===== src/rtl/seqgen_pkg.sv =====
// seqgen_pkg: shared constants for the seqgen transmitter and seqcheck detector.
// Holds the sync pattern, its length and the generator state encoding.
package seqgen_pkg;

  localparam int SYNC_LEN = 6;
  localparam logic [SYNC_LEN-1:0] SYNC_PAT = 6'b101011;

  typedef enum logic [2:0] {
    ST_IDLE,
    ST_SYNC,
    ST_DATA,
    ST_PAR,
    ST_GAP
  } state_t;

  function automatic int max3(input int a, input int b, input int c);
    int m;
    m = (a > b) ? a : b;
    return (m > c) ? m : c;
  endfunction

endpackage


===== src/rtl/seqgen_piso.sv =====
// seqgen_piso: loadable MSB-first parallel-in/serial-out shift register.
// nxt is the bit that becomes the head after the next shift, so the owner can
// register it into its output flop on the same edge that performs the shift.
module seqgen_piso #(
  parameter int WIDTH = 14
) (
  input  logic             clk,
  input  logic             rst,
  input  logic             load,
  input  logic             shift,
  input  logic [WIDTH-1:0] din,
  output logic             nxt
);

  logic [WIDTH-1:0] shreg;

  // Load the whole frame word on accept, otherwise shift toward the MSB.
  always_ff @(posedge clk or negedge rst) begin
    if (!rst) begin
      shreg <= '0;
    end else if (load) begin
      shreg <= din;
    end else if (shift) begin
      shreg <= shreg << 1;
    end
  end

  assign nxt = shreg[WIDTH-2];

endmodule


===== src/rtl/seqgen.sv =====
// seqgen: serial frame generator (transmit end of the seqcheck link).
// Frame = sync pattern 101011, payload MSB-first, optional parity, GAP zeros.
// Optional build macro: SEQGEN_PARITY_EN adds one even-parity bit after DATA.
module seqgen
  import seqgen_pkg::*;
#(
  parameter int DATA_W = 8,
  parameter int GAP    = 2
) (
  input  logic              clk,
  input  logic              rst,
  input  logic              valid,
  input  logic [DATA_W-1:0] data,
  output logic              ready,
  output logic              out,
  output logic              busy,
  output logic              sof
);

  localparam int CNT_W = $clog2(max3(SYNC_LEN, DATA_W, GAP) + 1);
  localparam int PW    = SYNC_LEN + DATA_W;

  localparam logic [CNT_W-1:0] SYNC_LAST = CNT_W'(SYNC_LEN - 1);
  localparam logic [CNT_W-1:0] SOF_CNT   = CNT_W'(SYNC_LEN - 2);
  localparam logic [CNT_W-1:0] DATA_LAST = CNT_W'(DATA_W - 1);
  localparam logic [CNT_W-1:0] GAP_LAST  = CNT_W'((GAP > 0) ? GAP - 1 : 0);

  state_t           state;
  logic [CNT_W-1:0] cnt;
  logic             accept;
  logic             piso_next;

`ifdef SEQGEN_PARITY_EN
  logic             par_bit;
`endif

  assign ready  = (state == ST_IDLE);
  assign accept = valid && ready;

  seqgen_piso #(
    .WIDTH(PW)
  ) u_piso (
    .clk  (clk),
    .rst  (rst),
    .load (accept),
    .shift(state != ST_IDLE),
    .din  ({SYNC_PAT, data}),
    .nxt  (piso_next)
  );

  // Frame sequencer: out/sof/busy are registered one bit ahead of the state.
  always_ff @(posedge clk or negedge rst) begin
    if (!rst) begin
      state <= ST_IDLE;
      cnt   <= '0;
      out   <= 1'b0;
      busy  <= 1'b0;
      sof   <= 1'b0;
`ifdef SEQGEN_PARITY_EN
      par_bit <= 1'b0;
`endif
    end else begin
      sof <= 1'b0;
      case (state)
        ST_IDLE: begin
          out <= 1'b0;
          if (accept) begin
            state <= ST_SYNC;
            cnt   <= '0;
            out   <= SYNC_PAT[SYNC_LEN-1];
            busy  <= 1'b1;
`ifdef SEQGEN_PARITY_EN
            par_bit <= ^data;
`endif
          end
        end
        ST_SYNC: begin
          out <= piso_next;
          sof <= (cnt == SOF_CNT);
          if (cnt == SYNC_LAST) begin
            state <= ST_DATA;
            cnt   <= '0;
          end else begin
            cnt <= cnt + 1'b1;
          end
        end
        ST_DATA: begin
          if (cnt == DATA_LAST) begin
            cnt <= '0;
`ifdef SEQGEN_PARITY_EN
            state <= ST_PAR;
            out   <= par_bit;
`else
            out <= 1'b0;
            if (GAP > 0) begin
              state <= ST_GAP;
            end else begin
              state <= ST_IDLE;
              busy  <= 1'b0;
            end
`endif
          end else begin
            out <= piso_next;
            cnt <= cnt + 1'b1;
          end
        end
        ST_PAR: begin
          out <= 1'b0;
          cnt <= '0;
          if (GAP > 0) begin
            state <= ST_GAP;
          end else begin
            state <= ST_IDLE;
            busy  <= 1'b0;
          end
        end
        ST_GAP: begin
          out <= 1'b0;
          if (cnt == GAP_LAST) begin
            state <= ST_IDLE;
            cnt   <= '0;
            busy  <= 1'b0;
          end else begin
            cnt <= cnt + 1'b1;
          end
        end
        default: begin
          state <= ST_IDLE;
          cnt   <= '0;
          out   <= 1'b0;
          busy  <= 1'b0;
        end
      endcase
    end
  end

endmodule

===== config.mk =====
export PLATFORM = sky130hd
export DESIGN_NAME = seqgen
export DESIGN_NICKNAME = d
export VERILOG_FILES = /design/src/rtl/seqgen_pkg.sv /design/src/rtl/seqgen_piso.sv /design/src/rtl/seqgen.sv
export SDC_FILE = /design/constraint.sdc
export NUM_CORES = 1
export LEC_CHECK = 0
export ABC_AREA = 1
export CELL_PAD_IN_SITES_DETAIL_PLACEMENT = 0
export CELL_PAD_IN_SITES_GLOBAL_PLACEMENT = 1
export CORE_AREA = 4 4 73 75
export CTS_BUF_LIST = sky130_fd_sc_hd__clkbuf_2
export CTS_CLUSTER_DIAMETER = 40
export CTS_CLUSTER_SIZE = 40
export DETAILED_ROUTE_END_ITERATION = 12
export DIE_AREA = 0 0 77 79
export DONT_BUFFER_PORTS = 1
export MAX_ROUTING_LAYER = met4
export PLACE_DENSITY = 0.45
export SLEW_MARGIN = 20
export SYNTH_ARGS = -nofsm -noshare
export SYNTH_HDL_FRONTEND = slang
export SYNTH_SLANG_ARGS = --single-unit
export TNS_END_PERCENT = 20

===== constraint.sdc =====
create_clock -name clk -period 1.69 [get_ports clk]
set_clock_uncertainty 0.15 [all_clocks]
set_input_delay 0.338 -clock clk [delete_from_list [all_inputs] [get_ports clk]]
set_output_delay 0.338 -clock clk [all_outputs]
set_load 0.1 [all_outputs]

==> impl_metrics.yaml, run 1 <==
sta:
  tightestPinTransition_ns: 0.290
  slew_headroom_pct: 80.7
  rsz0062_at_grt: "true"
  fmax_mhz: 564
  slew_violations: 0
  setup_slack_ns: -0.0846
  hold_slack_ns: 0.176
  setup_viol: 1
  layout_min_cycle_time_ns: 1.77
  hold_violations: 0
  fin_crit_sh_pct: 105
setup_path:
  r2r-start: "cnt[0]"
  path_cells: "nor2_2 -> nand2_2 -> clkinvlp_4 -> buf_12"
  max_stage_delay_ns: 0.47
  reg2regPathDepth: 7
  endpoint_kind: "output pin"
  worstReg2RegEnd: "state[1]"
  crit_slowest_cell: "dfrtp_1"
  crit_start: "state[1]"
  worstPathRequired_ns: 1.20
  crit_path_end: "ready"
  regToRegSetupSlack_ns: 0.15
  worstSetupPathType: "reg -> out"
  start_kind: "register"
  worstPathArrival_ns: 1.29
  worstPathMaxFanout: 2
drt:
  wl_per_cell_um: 12.1
  via_count: 994
  routed_wl_um: 2680
  initialDrtViolationCount: 70
  drt-vias-per-instance: 4.50
  dr.pass1.iters: 4
  drc: 0
  antenna_left: 0
die:
  chipWidth_um: 77
  rows: 25
  ioPinCount: 15
  start_util_pct: 24.3
  dieArea_um2: 6080
  die_h_um: 79
  core_area_um2: 4660
status:
  violations: "negative setup slack"
  status: "finished with violations"
layout:
  final_cell_mix: "nand2_1, dfrtp_1, nand3_1, inv_1, buf_4"
  syn2layout_area_growth_pct: 27.8
  diodes: 0
  layout.nets: 182
  fin_area_um2: 1450
  drive_above_1_share_pct: 17.4
  layout_commonest_cell: "nand2_1"
yosys:
  ys_ff_latch: 23
  seq_area_frac_synth_pct: 50.8
  syn-instance-count: 140
  synth.avg_cell_area_um2: 8.10
  syn-cell-area_um2: 1130
  syn_nets: 154
  ys_types: 20
  yosysWarnings: 0
grt:
  grt_max_degree: 24
  overflow: 0
  first_global_vias: 1063
  antenna_found_initial: 0
  grt_first_pass_wirelength_um: 4780
  track_usage_pct: 10.1
min_path:
  worstHoldPathType: "in -> reg"
power_and_ir_drop:
  leakagePower_nw: 0.722
  peakVddDrop_v: 0.000455
  powerDensity_nw_per_um2: 1840
  power_w: 0.00267
clock_tree:
  cts_root_buf: "clkbuf_2"
  htreeDepth: 1
  cts_sinks: 23
  cts_buffers: 3
  cts_buffer_depth: 2
  cts_tree: "done"
  path_clk_slew_ns: 0.23
  clock_latency_ns: 0.33
placed_design:
  io_buffers: 0
  gp_congestion: 0.783
  dp_hpwl_um: 2090
  placed_area_um2: 1290
job:
  maxCapViolCount: 0
==> Yosys cell counts <==
| cell type | n | share of area (%) |
|---|---|---|
| a21oi_1 | 1 | 0.44 |
| a22o_1 | 1 | 0.77 |
| buf_2 | 1 | 0.44 |
| buf_4 | 1 | 0.66 |
| dfrtp_1 | 23 | 51 |
| ha_1 | 3 | 3.3 |
| inv_1 | 15 | 5.0 |
| inv_2 | 1 | 0.33 |
| nand2_1 | 48 | 16 |
| nand2_2 | 1 | 0.55 |
| nand3_1 | 21 | 9.3 |
| nand3_2 | 1 | 0.88 |
| nand4_1 | 4 | 2.2 |
| nor2_1 | 6 | 2.0 |
| nor2_2 | 3 | 1.7 |
| nor2_4 | 1 | 0.99 |
| o211ai_1 | 1 | 0.66 |
| o21ai_0 | 4 | 1.8 |
| o22ai_1 | 3 | 1.7 |
| xor2_1 | 1 | 0.77 |
==> power breakdown <==
| group | internal [W] | switching, W |
|---|---|---|
| clock network | 0.0000537 | 0.000171 |
| registers | 0.000778 | 0.000158 |
| logic | 0.000550 | 0.000959 |
| total | 0.00138 | 0.00129 |
==> critical path, delay by kind of cell, from the launching register on <==
family / cells / cell delay, ns
buf+inv: 2 / 0.27
flops: 1 / 0.47
simple gates: 2 / 0.21
==> final cells by class <==
cell class / count / area (um^2)
clock buffers: 3 / 15.0
multi-input cells: 99 / 485
fillers: 506 / 3210
well taps: 54 / 67.6
clock inverters: 1 / 5.00
repair buffers: 25 / 235
inverters: 16 / 63.8
flip-flops and latches: 23 / 577
==> what timing repair did <==
action,in CTS,in global routing
endpoints found under the hold margin,31,0
buffers inserted,4,0
endpoints found under the setup margin,1,3
pin swaps,1,1
gates resized for setup,0,1
hold buffers,10,0
==> how the worst min path moves through the flow <==
stage | from | to | cells past startpoint
floorplan | rst | busy | 0
global placement | rst | state[2] | 0
detailed placement | rst | sof | 0
CTS | valid | u_piso.shreg[5] | 4
global route | valid | u_piso.shreg[2] | 4
finish | valid | u_piso.shreg[7] | 4
==> metal layers <==
layer | global-route usage (%) | share of wire [%] | vias up
met1 | 12.1 | 46 | 477
met3 | 1.59 | 3.2 | 2
met5 | - | 0 | -
met4 | 3.74 | 0.56 | 0
li1 | - | - | 504
met2 | 17.4 | 51 | 11
==> stage by stage <==
step                      setup slack, ns  setup TNS (ns)  std cells  utilization, %
final                             -0.0846         -0.0846        221            31.1
after floorplan                   -0.0722          -0.222        140               -
after detailed placement            0.189               0        203            27.6
after global routing               -0.206          -0.206        221            31.1
after CTS                          -0.157          -0.157        221            31.1
after global placement              0.194               0        203            27.6
==> logic make-up after synthesis <==
logic type      after synthesis  synth area share [%]
simple gates                 85                  33.4
flops                        23                  50.8
buf+inv                      18                  6.40
compound gates               10                  5.30
fa+ha+maj                     3                  3.31
xor+xnor                      1                 0.773
==> flip-flops by register name (all words and copies together), names as in the netlist <==
| signal | count |
|---|---|
| u_piso.shreg | 13 |
| cnt | 4 |
| state | 3 |
| busy | 1 |
| out | 1 |
| sof | 1 |
Power figures use the tool's default switching activity.
==> run 2: changes to the inputs <==
Clock period 1.69 ns to 1.65 ns, I/O delays scaled along.
==> run 2 against run 1 <==
Compared with the run above:
- the run still ends with negative setup slack left
- first-iteration DRC count is 33% lower
- count of clock-buffer cells in the layout did not move
- final cell count did not move
- global-route usage up 0.69 points
- setup slack lost 0.039 ns
- final area rose by 0.43%
- via count rose by 2.9%
- power up 3.2%
- sequential share of layout area is 0.085 points lower
==> impl_metrics.yaml, run 2 (synthesis gave the netlist of run 1 again) <==
die:
  ioPinCount: 15
  dieArea_um2: 6080
  die_h_um: 79
  start_util_pct: 24.3
  chipWidth_um: 77
  core_area_um2: 4660
  rows: 25
clock_tree:
  path_clk_slew_ns: 0.22
  cts_sinks: 23
  cts_root_buf: "clkbuf_2"
  htreeDepth: 1
  cts_tree: "done"
  cts_buffer_depth: 2
  clock_latency_ns: 0.33
  cts_buffers: 3
power_and_ir_drop:
  p_clk_share_pct: 8.3
  pwr-share-seq_pct: 38.8
  leakagePower_nw: 0.722
  peakVddDrop_v: 0.000541
  swShare_pct: 48.7
  powerDensity_nw_per_um2: 1890
  power.switching_w: 0.00134
  p_int_w: 0.00141
  combinationalPowerShare_pct: 53.0
layout:
  largest_register: "u_piso.shreg"
  final_cell_mix: "nand2_1, nand3_1, dfrtp_1, inv_1, buf_4"
  multi_input_area_um2: 490
  syn2layout_area_growth_pct: 28.4
  drive_above_1_share_pct: 18.0
  fillerInstances: 506
  layout.nets: 182
  largest_register_ffs: 13
  diodes: 0
  reg_top3: "u_piso.shreg (13), cnt (4), state (3)"
  instances_no_fill: 221
  layout_commonest_cell: "nand2_1"
  final_util_pct: 31.2
  regArea_um2: 578
drt:
  via_count: 1023
  antenna_left: 0
  wl_per_cell_um: 12.7
  initialDrtViolationCount: 47
  drt-vias-per-instance: 4.63
  dr.pass1.iters: 4
  drc: 0
  routed_wl_um: 2820
setup_path:
  worstPathMaxFanout: 2
  path_cells: "nor2_4 -> nand2_2 -> clkinvlp_4 -> buf_12"
  endpoint_kind: "output pin"
  reg2regPathDepth: 7
  regToRegSetupSlack_ns: 0.10
  worst-path-buf-inv: 2
  crit_slowest_cell: "dfrtp_1"
  worstSetupPathType: "reg -> out"
  worstReg2RegEnd: "state[2]"
  worstPathArrival_ns: 1.29
  start_kind: "register"
  worstPathRequired_ns: 1.17
  max_stage_delay_ns: 0.46
  r2r-start: "cnt[0]"
  cp_top_family: "flip-flops"
grt:
  overflow: 0
  track_usage_pct: 10.8
  grt_first_pass_wirelength_um: 4950
  antenna_found_initial: 0
  first_global_vias: 1080
  grt_max_degree: 24
placed_design:
  io_buffers: 0
  dp_hpwl_um: 2110
  dp_cells: 202
  post-place-ws_ns: 0.125
  gp_congestion: 0.796
sta:
  fin_crit_sh_pct: 107
  rsz0062_at_grt: "true"
  setup_viol: 1
  fmax_mhz: 564
  slew_headroom_pct: 67.1
  slew_violations: 0
  layout_min_cycle_time_ns: 1.77
  hold_violations: 0
  setup_slack_ns: -0.124
  fin_setup_tns_ns: -0.124
  tightestPinTransition_ns: 0.494
min_path:
  hold_depth: 4
  worstHoldPathType: "in -> reg"
  holdPathEnd: "u_piso.shreg[5]"
  min-delay-start: "valid"
job:
  maxCapViolCount: 0
status:
  violations: "negative setup slack"
  status: "finished with violations"
run 2: changes by cell type in the layout (fill, tap and decap cells not counted):
cell and change:
nor2_4 +1, nor2_2 -1, dfrtp_1 -1, dfrtp_2 +1
run 2: worst max-delay path by stage:
| stage | start | end | slack, ns | cells after the start |
|---|---|---|---|---|
| final | state[0] | ready | -0.12 | 4 |
| after global routing | state[0] | ready | -0.22 | 4 |
| after CTS | state[0] | ready | -0.15 | 4 |
| after detailed placement | state[0] | out | 0.13 | 6 |
| after global placement | cnt[0] | state[1] | 0.12 | 7 |
| after floorplan | state[0] | u_piso.shreg[11] | -0.11 | 5 |
run 2: power groups by stage:
stage / clock network (W) / logic (W) / registers [W]
6_report: 0.000227 / 0.00146 / 0.00107
2_1_floorplan: 0 / 0.000871 / 0.00111
3_3_place_gp: 0 / 0.00132 / 0.00108
4_1_cts: 0.000244 / 0.00145 / 0.00107
3_5_place_dp: 0 / 0.00133 / 0.00108
5_1_grt: 0.000276 / 0.00162 / 0.00110
run 2: through the flow:
step	cell area (um^2)	hold slack [ns]	power, W
floorplan	1140	-0.116	0.00198
global placement	1280	-0.115	0.00240
detailed placement	1280	-0.115	0.00242
CTS	1440	0.166	0.00277
global route	1460	0.154	0.00300
finish	1460	0.182	0.00275
run 2: what timing repair did:
action	4_1_cts	5_1_grt
resized for setup	3	0
endpoints found under the setup margin	2	3
hold buffers	10	0
endpoints found under the hold margin	31	0
cloned	0	0
setup buffers	3	2
run 2: tightest hold or removal path: stages:
cell and delay, ns:
inv_1 0.11, nor2_4 0.09, nand2_1 0.06, nand3_1 0.06
run 2: cell type report:
class | instances | area share [%]
clock buffers | 3 | 1.03
clock inverters | 1 | 0.344
inverters | 16 | 4.39
multi-input cells | 99 | 33.7
flip-flops and latches | 23 | 39.7
well taps | 54 | 4.64
repair buffers | 25 | 16.2
run 2: routing by layer:
layer	wire length (um)	GRT usage, %	vias to the layer above
met1	1200	11.6	491
met5	0	-	-
met2	1480	19.6	20
met3	102	2.15	4
li1	-	-	508
met4	40	4.45	0
